<file path="config.mk">
export PLATFORM = sky130hd
export DESIGN_NAME = kernel_fdtd_2d_mul_arb_flat
export DESIGN_NICKNAME = d
export VERILOG_FILES = /design/src/rtl/kernel_fdtd_2d_mul_arb_if.sv /design/src/rtl/kernel_fdtd_2d_mul_arb.sv /design/src/flat_wrapper.sv
export SDC_FILE = /design/constraint.sdc
export NUM_CORES = 1
export LEC_CHECK = 0
export ABC_AREA = 1
export ABC_CLOCK_PERIOD_IN_PS = 4750
export BUFFER_PORTS_ARGS = -buffer_cell sky130_fd_sc_hd__buf_2
export CAP_MARGIN = 15
export CORE_UTILIZATION = 53
export DETAILED_ROUTE_END_ITERATION = 8
export PLACE_DENSITY = 0.78
export SLEW_MARGIN = 20
export SYNTH_ARGS = -nofsm -noshare
export SYNTH_HDL_FRONTEND = slang
export SYNTH_SLANG_ARGS = --single-unit
</file>
<file path="constraint.sdc">
create_clock -name ap_clk -period 4.75 [get_ports ap_clk]
set_input_delay 0.475 -clock ap_clk [delete_from_list [all_inputs] [get_ports ap_clk]]
set_output_delay 0.475 -clock ap_clk [all_outputs]
set_load 0.03 [all_outputs]
</file>
<file path="src/rtl/kernel_fdtd_2d_mul_arb_if.sv">
// Requester/response bundle for the shared index-multiplier arbiter.
interface kernel_fdtd_2d_mul_arb_if #(
  parameter int NREQ = 3,
  parameter int A_W  = 10,
  parameter int B_W  = 11,
  parameter int P_W  = 20
);
  logic [NREQ-1:0]     req_valid;
  logic [NREQ-1:0]     req_ready;
  logic [NREQ*A_W-1:0] req_a;
  logic [NREQ*B_W-1:0] req_b;
  logic [NREQ-1:0]     rsp_valid;
  logic [P_W-1:0]      rsp_p;
  logic                busy;

  modport master (output req_valid, req_a, req_b,
                  input  req_ready, rsp_valid, rsp_p, busy);
  modport slave  (input  req_valid, req_a, req_b,
                  output req_ready, rsp_valid, rsp_p, busy);
endinterface

</file>
<file path="src/rtl/kernel_fdtd_2d_mul_arb.sv">
// Round-robin share of one unsigned A_W x B_W multiplier among NREQ requesters;
// each product returns on a one-hot strobe to the requester that issued it.
module kernel_fdtd_2d_mul_arb #(
  parameter int NREQ    = 3,
  parameter int A_W     = 10,
  parameter int B_W     = 11,
  parameter int P_W     = 20,
  parameter int MUL_LAT = 2
) (
  input  logic ap_clk,
  input  logic ap_rst,
  input  logic ap_ce,
  kernel_fdtd_2d_mul_arb_if.slave bus
);
  localparam int PW = (NREQ > 1) ? $clog2(NREQ) : 1;

  logic [PW-1:0]                  ptr_q, ptr_d;
  logic [NREQ-1:0]                gnt;
  logic [PW-1:0]                  gnt_idx;
  logic                           found;
  logic [PW:0]                    idx_v;
  logic [A_W-1:0]                 a_sel, a_q, a_d;
  logic [B_W-1:0]                 b_sel, b_q, b_d;
  logic [MUL_LAT:1]               vld_pipe_q, vld_pipe_d;
  logic [MUL_LAT:1][NREQ-1:0]     tag_q, tag_d;
  logic [P_W-1:0]                 mul_p;

  // Scan ptr, ptr+1, ... and take the first valid requester.
  always_comb begin
    gnt     = '0;
    gnt_idx = '0;
    found   = 1'b0;
    idx_v   = '0;
    for (int off = 0; off < NREQ; off++) begin
      idx_v = {1'b0, ptr_q} + (PW+1)'(off);
      if (idx_v >= (PW+1)'(NREQ)) idx_v = idx_v - (PW+1)'(NREQ);
      if (ap_ce && !found && bus.req_valid[idx_v[PW-1:0]]) begin
        found   = 1'b1;
        gnt_idx = idx_v[PW-1:0];
      end
    end
    if (found) gnt[gnt_idx] = 1'b1;
  end

  always_comb begin
    a_sel = '0;
    b_sel = '0;
    for (int i = 0; i < NREQ; i++) begin
      if (gnt[i]) begin
        a_sel = bus.req_a[i*A_W +: A_W];
        b_sel = bus.req_b[i*B_W +: B_W];
      end
    end
  end

  always_comb begin
    ptr_d = ptr_q;
    if (found) ptr_d = (gnt_idx == PW'(NREQ-1)) ? '0 : gnt_idx + 1'b1;
    a_d           = found ? a_sel : a_q;
    b_d           = found ? b_sel : b_q;
    vld_pipe_d    = '0;
    tag_d         = '0;
    vld_pipe_d[1] = found;
    tag_d[1]      = gnt;
    for (int j = 2; j <= MUL_LAT; j++) begin
      vld_pipe_d[j] = vld_pipe_q[j-1];
      tag_d[j]      = tag_q[j-1];
    end
  end

  always_ff @(posedge ap_clk or posedge ap_rst) begin
    if (ap_rst) begin
      ptr_q      <= '0;
      a_q        <= '0;
      b_q        <= '0;
      vld_pipe_q <= '0;
      tag_q      <= '0;
    end else if (ap_ce) begin
      ptr_q      <= ptr_d;
      a_q        <= a_d;
      b_q        <= b_d;
      vld_pipe_q <= vld_pipe_d;
      tag_q      <= tag_d;
    end
  end

  // Low P_W bits of the product depend only on the low P_W bits of each operand.
  assign mul_p = P_W'(a_q) * P_W'(b_q);

  generate
    if (MUL_LAT == 1) begin : g_lat1
      assign bus.rsp_p = mul_p;
    end else begin : g_latn
      logic [MUL_LAT-1:1][P_W-1:0] prod_q, prod_d;

      always_comb begin
        prod_d = prod_q;
        if (vld_pipe_q[1]) prod_d[1] = mul_p;
        for (int j = 2; j < MUL_LAT; j++)
          if (vld_pipe_q[j]) prod_d[j] = prod_q[j-1];
      end

      always_ff @(posedge ap_clk or posedge ap_rst) begin
        if (ap_rst)     prod_q <= '0;
        else if (ap_ce) prod_q <= prod_d;
      end

      assign bus.rsp_p = prod_q[MUL_LAT-1];
    end
  endgenerate

  assign bus.req_ready = gnt;
  assign bus.rsp_valid = tag_q[MUL_LAT] & {NREQ{ap_ce}};
  assign bus.busy      = |vld_pipe_q;
endmodule

</file>
<file path="src/flat_wrapper.sv">
// flat-port wrapper written by rule: the top's interface ports become plain ports
module kernel_fdtd_2d_mul_arb_flat 
#(
  parameter int NREQ    = 3,
  parameter int A_W     = 10,
  parameter int B_W     = 11,
  parameter int P_W     = 20,
  parameter int MUL_LAT = 2
)
  (ap_clk, ap_rst, ap_ce, bus_req_valid, bus_req_a, bus_req_b, bus_req_ready, bus_rsp_valid, bus_rsp_p, bus_busy);
  kernel_fdtd_2d_mul_arb_if #(.NREQ(NREQ), .A_W(A_W), .B_W(B_W), .P_W(P_W)) bus_i ();
  input  logic ap_clk;
  input  logic ap_rst;
  input  logic ap_ce;
  input wire logic [$bits(bus_i.req_valid)-1:0] bus_req_valid;
  input wire logic [$bits(bus_i.req_a)-1:0] bus_req_a;
  input wire logic [$bits(bus_i.req_b)-1:0] bus_req_b;
  output wire logic [$bits(bus_i.req_ready)-1:0] bus_req_ready;
  output wire logic [$bits(bus_i.rsp_valid)-1:0] bus_rsp_valid;
  output wire logic [$bits(bus_i.rsp_p)-1:0] bus_rsp_p;
  output wire logic [$bits(bus_i.busy)-1:0] bus_busy;
  assign bus_i.req_valid = bus_req_valid;
  assign bus_i.req_a = bus_req_a;
  assign bus_i.req_b = bus_req_b;
  assign bus_req_ready = bus_i.req_ready;
  assign bus_rsp_valid = bus_i.rsp_valid;
  assign bus_rsp_p = bus_i.rsp_p;
  assign bus_busy = bus_i.busy;
  kernel_fdtd_2d_mul_arb #(.NREQ(NREQ), .A_W(A_W), .B_W(B_W), .P_W(P_W), .MUL_LAT(MUL_LAT)) u_core (.ap_clk(ap_clk), .ap_rst(ap_rst), .ap_ce(ap_ce), .bus(bus_i));
endmodule
</file>
==> results of run 1 <==
## layout make-up
class / count / area (µm²)
clock inverters: 2 / 38.79
fillers: 927 / 3830
inverters: 178 / 669.4
multi-input cells: 570 / 4382
flip-flops and latches: 51 / 1291
repair buffers: 155 / 948.4
well taps: 143 / 178.9
clock buffers: 6 / 128.9
## registers in the layout, indices dropped and copies added (netlist names)
name and count:
u_core.tag_d 3, u_core.b_q 11, u_core.ptr_q 2, u_core.a_q 10, u_core.vld_pipe_q 2, u_core.tag_q 3, u_core.bus.rsp_p 20
## cells by family (layout without fill, tap and decap cells)
family	Yosys count	count (layout)	share of synthesized area, %
AND/OR/NAND/NOR	385	385	26.94
adder cells (fa/ha/maj)	124	124	33.18
buffers and inverters	214	341	13.60
flip-flops	51	51	20.46
XOR/XNOR	8	8	1.123
AO/OA/AOI/OAI	53	53	4.694
## synth_stat cells, types with 2 or more instances
library cell | number | area, µm²
a31oi_1 | 6 | 37.54
nor3_1 | 3 | 15.01
o31ai_1 | 2 | 15.01
nand3_2 | 4 | 40.04
buf_4 | 4 | 30.03
fa_1 | 69 | 1381
nand3_1 | 25 | 125.1
o21ai_0 | 21 | 105.1
clkbuf_1 | 24 | 90.09
buf_8 | 2 | 30.03
a21oi_1 | 18 | 90.09
nand2_1 | 275 | 1032
xnor2_1 | 5 | 43.79
xor2_1 | 3 | 26.28
ha_1 | 55 | 688.2
inv_2 | 2 | 7.510
inv_1 | 175 | 656.9
nor2_1 | 23 | 86.33
or2_2 | 3 | 18.77
nand4_1 | 25 | 156.4
a21o_1 | 2 | 15.01
buf_2 | 6 | 30.03
nand2_2 | 20 | 125.1
dfrtp_1 | 51 | 1276
## metrics by stage
step,util [%],instance area (µm²),hold slack [ns]
2_1_floorplan,-,6248,0.4422
6_report,66.60,7637,0.3419
3_3_place_gp,61.96,7106,0.4539
5_1_grt,66.60,7637,0.3900
4_1_cts,63.68,7302,0.3813
3_5_place_dp,61.96,7106,0.4592
## metal layers
| layer | vias up | routed length, µm | global-route usage, % |
|---|---|---|---|
| li1 | 2764 | - | - |
| met1 | 2754 | 6607 | 34.02 |
| met2 | 161 | 7933 | 44.10 |
| met3 | 32 | 632 | 2.964 |
| met4 | 0 | 429 | 9.067 |
| met5 | - | 0 | 0 |
## critical path: cells and delay by family (launching register included)
family / cells / cell delay [ns]
adder cells (fa/ha/maj): 6 / 2.70
AO/OA/AOI/OAI: 3 / 0.53
flip-flops: 1 / 0.46
buffers and inverters: 5 / 0.45
AND/OR/NAND/NOR: 4 / 0.32
## timing repair
item                       in CTS  in global routing
resized for setup               8                 71
setup buffers                   2                  6
setup endpoints to repair       5                 10
pin swaps                       1                 26
## worst max path at each step
| stage | from | end | slack, ns | depth (start not counted) |
|---|---|---|---|---|
| after floorplan | u_core.a_q[9]$_DFFE_PP0P_ | u_core.bus.rsp_p[19]$_DFFE_PP0P_ | 0.02 | 20 |
| after global placement | u_core.b_q[7]$_DFFE_PP0P_ | u_core.bus.rsp_p[19]$_DFFE_PP0P_ | -0.03 | 20 |
| after detailed placement | u_core.b_q[7]$_DFFE_PP0P_ | u_core.bus.rsp_p[19]$_DFFE_PP0P_ | -0.11 | 21 |
| after CTS | u_core.a_q[1]$_DFFE_PP0P_ | u_core.bus.rsp_p[12]$_DFFE_PP0P_ | -0.04 | 16 |
| after global routing | u_core.a_q[3]$_DFFE_PP0P_ | u_core.bus.rsp_p[18]$_DFFE_PP0P_ | -0.03 | 23 |
| final | u_core.a_q[6]$_DFFE_PP0P_ | u_core.bus.rsp_p[16]$_DFFE_PP0P_ | 0.17 | 18 |
==> impl_results.md, run 1 <==
- TritonCTS Buffers: 5
- Post-synth EDFFs: 0
- H-tree depth: 2
- Critical path type: flop to flop
- DP HPWL: 12420 µm
- Avg Vias per Cell: 5.168
- IO Count: 96
- Final std cells w/o fill: 1105
- Crit path DAT: 4.77 ns
- Core Region: 11470 µm²
- Clock root buffer: clkbuf_16
- TritonCTS clock tree: done
- Crit share post-route: 96.37%
- Hold Fails Final Rpt: 0
- Setup WS post-layout: 0.1725 ns
- CTS Buffer Depth: 2
- Setup crit start kind: flop
- Max FO, Critical Path: 7
- Setup TNS: 0 ns
- FMAX: 218.5 MHz
- Initial core utilization: 54.39%
- CP most frequent cell: fa_1
- Slowest stage delay, CP: 0.55 ns
- Syn Area/Cell: 7.470 µm²
- Syn-to-layout area delta: 22.45%
- WL final: 15600 µm
- Post-synth top flop: dfrtp_1
- Hold buffers post-CTS: 0
- Mapped Cells: 835
- Detailed-route DRC error count: 0
- Syn Std Cell Area: 6237 µm²
- Synthesized flop and latch total: 51
- Antenna violations before repair: 0
- DIE AREA: 12210 µm²
- Commonest non-fill, non-tap cell in the layout: nand2_1
- WL per Instance: 14.12 µm
- Cell variety after synth: 36
- Vias in the first global route: 5612
- Mapped Nets: 1028
- Status: completed
- DIE HEIGHT: 110.5 µm
- Sink Count: 51
- Number of max-cap violations: 0
- Min-Delay Path Class: input port to async pin
- Vias post-DR: 5711
- Placed insts: 1089
- Rel. slew slack: 38.21%
- Reg2Reg Capture Point: u_core.bus.rsp_p[16]$_DFFE_PP0P_
- Max-slew violations: 0
- FF-to-FF path depth: 18
- Clock transition at path regs: 0.07 ns
- Clock Skews: 0.008197 ns
- Largest net degree at the start of global routing: 52
- R2r startpoint: u_core.a_q[6]$_DFFE_PP0P_
- Port buffer count: 95
- Pre-CTS setup slack: -0.1111 ns
- Die Wd: 110.5 µm
- GRT Total Usage: 25.83%
- CP Capture Type: flop
- Pre-Repair DR Iteration Count: 5
- Worst R2R Setup Slack: 0.17 ns
- YS warnings: 0
- Nets: 1154
- Crit-path cells: buf_6 > nand2_1 > fa_1 > inv_1 > fa_1 > fa_1 > inv_1 > fa_1 > inv_1 > ha_1 > ha_4 > a21o_1 > buf_4 > o21bai_1 > a21oi_2 > nand3_1 > nand3_1 > nand2_1
- Worst slew pin tran: 0.9257 ns
- Worst path required time: 4.94 ns
- Row count: 39
- Layout cells sized above 1: 26.92%
- Finish-stage setup viols: 0
- Commonest non-fill, non-tap cells in the layout: nand2_1 (268), inv_1 (167), buf_2 (95)
- Grt ovf: 0
- Post-layout min period: 4.578 ns
- Clock latency on the worst-skew pair: 0.30 ns
- Remaining antenna violation count after routing: 0
- Detailed Route Iter0 Violations: 263
- # diodes: 0
- Global-route wire length before repair: 25600 µm
- Slowest CP cell: fa_1
- Sequential area share after synthesis: 20.46%
- GPL Wtd Cong: 0.9090
- FFs w/ async S/R, synth: 100.0%
Power of run 1 is left out: the tool's default activity adds up to more than one toggle a clock period on the data nets, which glitch-free logic cannot reach.
==> inputs of run 2 (changes only) <==
ABC_CLOCK_PERIOD_IN_PS = 3900   (was 4750)
PLACE_DENSITY = unset   (was 0.78)
PLACE_DENSITY_LB_ADDON = 0.3   (was unset)
clock period = 3.9 ns   (was 4.75 ns; I/O delays follow)
==> impl_results.md, run 2 (synthesis gave the netlist of run 1 again) <==
- Clock transition at path regs: 0.07 ns
- Nets: 1207
- Syn-to-layout area delta: 34.78%
- IO Count: 96
- DIE AREA: 12210 µm²
- Antenna violations before repair: 0
- Pre-Repair DR Iteration Count: 7
- Setup crit start kind: flop
- Status: complete, but fails checks
- Finish-stage setup viols: 14
- # diodes: 0
- Max-slew violations: 0
- WL per Instance: 15.70 µm
- Clock Skews: 0.007366 ns
- Clock latency on the worst-skew pair: 0.30 ns
- Max FO, Critical Path: 5
- Commonest non-fill, non-tap cells in the layout: nand2_1 (239), inv_1 (160), buf_4 (97)
- Final-layout fill cell count: 832
- FMAX: 216.6 MHz
- Critical path type: flop to flop
- Worst path required time: 4.09 ns
- Setup WS post-layout: -0.7169 ns
- Detailed-route DRC error count: 0
- Grt ovf: 0
- H-tree depth: 2
- Largest net degree at the start of global routing: 52
- TritonCTS clock tree: done
- Detailed Route Iter0 Violations: 473
- TritonCTS Buffers: 5
- Hold Fails Final Rpt: 0
- Hold buffers post-CTS: 0
- Global-route wire length before repair: 30210 µm
- Clock root buffer: clkbuf_16
- Setup TNS: -7.917 ns
- Die Wd: 110.5 µm
- Number of flip-flops under the largest register name: 20
- DP HPWL: 13650 µm
- Min-Delay Path Class: input port to async pin
- CP Capture Type: flop
- GRT Total Usage: 31.06%
- Rel. slew slack: 40.86%
- Commonest non-fill, non-tap cell in the layout: nand2_1
- Initial core utilization: 54.39%
- Crit share post-route: 118.4%
- Sink Count: 51
- DIE HEIGHT: 110.5 µm
- Port buffer count: 95
- Vias in the first global route: 6404
- Avg Vias per Cell: 5.277
- Row count: 39
- CTS Buffer Depth: 2
- Remaining antenna violation count after routing: 0
- RSZ-0062 raised after global routing: yes
- Post-layout min period: 4.617 ns
- GPL Wtd Cong: 0.9795
- Core Region: 11470 µm²
- Number of max-cap violations: 0
- Vias post-DR: 6111
- Layout cells sized above 1: 36.65%
- WL final: 18180 µm
- Crit path DAT: 4.81 ns
- Worst slew pin tran: 0.8871 ns
- Failing checks: setup timing
==> run 2: cell types whose count changed in the layout (fill, tap and decap cells not counted), sizes merged <==
cell    previous run  this run
bufinv             1         0
clkbuf             6         5
buf              155       208
clkinv             2         4
==> run 2: cell type report <==
cell class                 instances  area (µm²)  area share, %
clock inverter                     3       18.77         0.2232
inverter                         178       669.4          7.962
multi-input combinational        570        4718          56.12
clock buffer                       5       125.1          1.488
tap                              143       178.9          2.128
sequential                        51        1295          15.40
timing repair buffer             208        1401          16.67
==> run 2: routing by layer <==
layer / up-vias / track usage (%) / part of all wire, %
met2: 221 / 54.66 / 51
met4: 0 / 8.444 / 2.5
met1: 2980 / 40.07 / 41
met3: 42 / 4.171 / 6.1
li1: 2868 / - / -
met5: - / 0 / 0
==> run 2: final timing paths <==
check	to	depth (start not counted)	slack (ns)	start
worst max-delay path	u_core.bus.rsp_p[19]$_DFFE_PP0P_	18	-0.72	u_core.b_q[6]$_DFFE_PP0P_
worst min-delay path	u_core.bus.rsp_p[6]$_DFFE_PP0P_	2	0.23	ap_rst
worst max register to register	u_core.bus.rsp_p[19]$_DFFE_PP0P_	18	-0.72	u_core.b_q[6]$_DFFE_PP0P_
worst min register to register	u_core.tag_q[5]$_DFFE_PP0P_	2	0.48	u_core.tag_q[5]$_DFFE_PP0P_
max in group asynchronous	u_core.b_q[1]$_DFFE_PP0P_	2	3.07	ap_rst
min in group ap_clk	u_core.b_q[3]$_DFFE_PP0P_	3	0.30	bus_req_b[3]
==> run 2: through the flow <==
step	cells	hold WS (ns)	area, µm²	setup WS (ns)	utilization [%]
6_report	1158	0.2343	8407	-0.7169	73.31
4_1_cts	1150	0.2998	8158	-0.6309	71.14
3_3_place_gp	1123	0.4593	7581	-0.6992	66.11
5_1_grt	1158	0.3068	8407	-0.8545	73.31
2_1_floorplan	835	0.4422	6584	-0.5200	-
3_5_place_dp	1123	0.4625	7581	-0.7722	66.11
==> run 2: critical path, cell delays in order (launching register included) <==
cell and delay (ns):
dfrtp_2 0.47, buf_6 0.15, nand2_1 0.05, inv_1 0.06, fa_1 0.55, inv_1 0.06
fa_1 0.49, fa_1 0.54, inv_1 0.05, fa_1 0.59, ha_4 0.22, ha_4 0.25
a21oi_2 0.22, o21ai_2 0.10, a21oi_2 0.20, nand3_2 0.11, or2_4 0.24, nand3_2 0.06
nand2_1 0.08
==> run 2: timing repair <==
action / in CTS / in global routing
resized for setup: 76 / 50
setup endpoints to repair: 15 / 15
pin swaps: 38 / 37
setup buffers: 19 / 8
Power of run 2 is left out for the same reason.
==> inputs of run 3 (changes only) <==
ABC_AREA = unset   (was 1)
==> impl_results.md, run 3 <==
- Layout cells sized above 1: 37.23%
- Number of max-cap violations: 0
- IO Count: 96
- WL per Instance: 16.19 µm
- Synth top area share: 23.07%
- Setup TNS: -9.284 ns
- CP Capture Type: flop
- DIE AREA: 11730 µm²
- Clock root buffer: clkbuf_16
- Synthesized flop and latch total: 51
- Clock latency on the worst-skew pair: 0.30 ns
- Detailed Route Iter0 Violations: 281
- Grt ovf: 0
- TritonCTS clock tree: done
- Met1 Use GR: 32.85%
- Commonest non-fill, non-tap cell in the layout: nand2_1
- GPL Wtd Cong: 0.8781
- Syn Std Cell Area: 5988 µm²
- Detailed-route DRC error count: 0
- Largest net degree at the start of global routing: 52
- GR Util met3: 5.124%
- Remaining antenna violation count after routing: 0
- Mapped Nets: 869
- FFs w/ async S/R, synth: 100.0%
- Syn-to-layout area delta: 31.47%
- Die Wd: 108.3 µm
- GRT Total Usage: 27.72%
- Finish-stage setup viols: 14
- Max-slew violations: 0
- H-tree depth: 2
- Number of flip-flops under the largest register name: 20
- YS warnings: 0
- Slowest CP cell: fa_1
- Global-route wire length before repair: 24920 µm
- Commonest non-fill, non-tap cells in the layout: nand2_1 (105), buf_2 (95), inv_1 (86), buf_4 (86), fa_1 (64)
- DP HPWL: 11990 µm
- Post-synth EDFFs: 0
- Min-Delay Path Class: input port to async pin
- Crit-path cells: buf_12 > nand2_4 > fa_1 > inv_1 > fa_1 > inv_1 > fa_1 > inv_1 > fa_1 > inv_1 > fa_1 > inv_2 > ha_4 > a211oi_4 > o211ai_1 > a21oi_2 > o211ai_1 > mux2i_1 > a2111o_1
- Status: complete, but fails checks
- Hold buffers post-CTS: 0
- Avg Vias per Cell: 5.482
- Nets: 1031
- Placed Area: 7134 µm²
- Failing checks: setup timing
- Hold_ws: 0.2472 ns
- Busiest grt layer: met2
- Final Instance Area: 7873 µm²
- Mapped Cells: 676
- Worst slew pin tran: 0.9151 ns
- Synth area leader: fa_1
- Sink Count: 51
- Slowest stage delay, CP: 0.52 ns
- Clock Skews: 0.005065 ns
- Pre-Repair DR Iteration Count: 4
- Most common library cells after synthesis: nand2_1 (115), inv_1 (98), fa_1 (69)
- Sequential area share after synthesis: 21.31%
- CTS Buffer Depth: 2
- Setup WS post-layout: -0.9327 ns
- Row count: 38
- Hold Fails Final Rpt: 0
- Antenna violations before repair: 0
- Initial core utilization: 54.76%
- Rel. slew slack: 38.99%
- # diodes: 0
- WL final: 15830 µm
- Crit share post-route: 123.9%
- Vias in the first global route: 5474
- Port buffer count: 95
- Setup crit start kind: flop
- Dominant cells by area after synthesis: fa_1 (23%), dfrtp_1 (21%), ha_1 (11%)
- Vias post-DR: 5361
- Clock transition at path regs: 0.07 ns
- Worst path required time: 4.08 ns
- DIE HEIGHT: 108.3 µm
- Syn Area/Cell: 8.858 µm²
- Cell variety after synth: 59
- RSZ-0062 raised after global routing: yes
- Core Region: 10940 µm²
- Crit path DAT: 5.02 ns
- Post-synth top flop: dfrtp_1
- Met2 Use GR: 50.91%
- CP most frequent cell: fa_1
- Post-layout min period: 4.833 ns
- TritonCTS Buffers: 5
- FMAX: 206.9 MHz
- Count leader, synth: nand2_1
- Critical path type: flop to flop
- Max FO, Critical Path: 3
==> run 3: critical path: cells and delay by family (launching register included) <==
kind | cells | cell delay, ns
AO/OA/AOI/OAI | 5 | 1.12
adder cells (fa/ha/maj) | 6 | 2.65
buffers and inverters | 6 | 0.37
flip-flops | 1 | 0.41
multiplexers | 1 | 0.13
AND/OR/NAND/NOR | 1 | 0.04
==> run 3: final timing paths <==
| kind | start | to | slack, ns | depth (start not counted) |
|---|---|---|---|---|
| min in group ap_clk | bus_req_b[9] | u_core.b_q[9]$_DFFE_PP0P_ | 0.33 | 3 |
| hold reg to reg | u_core.bus.rsp_p[9]$_DFFE_PP0P_ | u_core.bus.rsp_p[9]$_DFFE_PP0P_ | 0.48 | 2 |
| hold / removal | ap_rst | u_core.tag_q[4]$_DFFE_PP0P_ | 0.25 | 2 |
| setup reg to reg | u_core.a_q[1]$_DFFE_PP0P_ | u_core.bus.rsp_p[16]$_DFFE_PP0P_ | -0.93 | 19 |
| max in group asynchronous | ap_rst | u_core.b_q[3]$_DFFE_PP0P_ | 3.04 | 2 |
| setup / recovery | u_core.a_q[1]$_DFFE_PP0P_ | u_core.bus.rsp_p[16]$_DFFE_PP0P_ | -0.93 | 19 |
==> run 3: cell families (layout without fill, tap and decap cells) <==
family	count (synthesis)	count (layout)	share of synthesized area [%]
compound gates	118	118	12.66
xor+xnor	15	15	2.194
fa+ha+maj	126	126	34.91
buf+inv	140	302	9.507
flops	51	51	21.31
mux	9	9	1.630
simple gates	217	217	17.78
==> run 3: cell type report <==
cell class / instances / area [µm²]
multi-input cells: 485 / 4596
fillers: 817 / 3063
repair buffers: 196 / 1299
flip-flops and latches: 51 / 1291
inverters: 99 / 372.9
well taps: 140 / 175.2
clock buffers: 5 / 125.1
clock inverters: 2 / 13.76
==> run 3: timing repair <==
item	4_1_cts	5_1_grt
resized for setup	57	46
pin swaps	39	29
setup endpoints to repair	15	15
setup buffers	15	10
==> run 3: metrics by stage <==
step                util [%]  cells  setup slack, ns
floorplan                  -    676          -0.8194
detailed placement     65.24    948           -1.031
global route           71.99    978           -1.086
finish                 71.99    978          -0.9327
CTS                    69.46    969          -0.8614
global placement       65.24    948          -0.9441
==> run 3: per-layer routing <==
metal  wire [µm]  vias to the layer above
met1        6230                     2671
met5           0                        -
met3         737                       30
met2        8494                      142
li1            -                     2518
met4         367                        0
Power of run 3 is left out for the same reason.
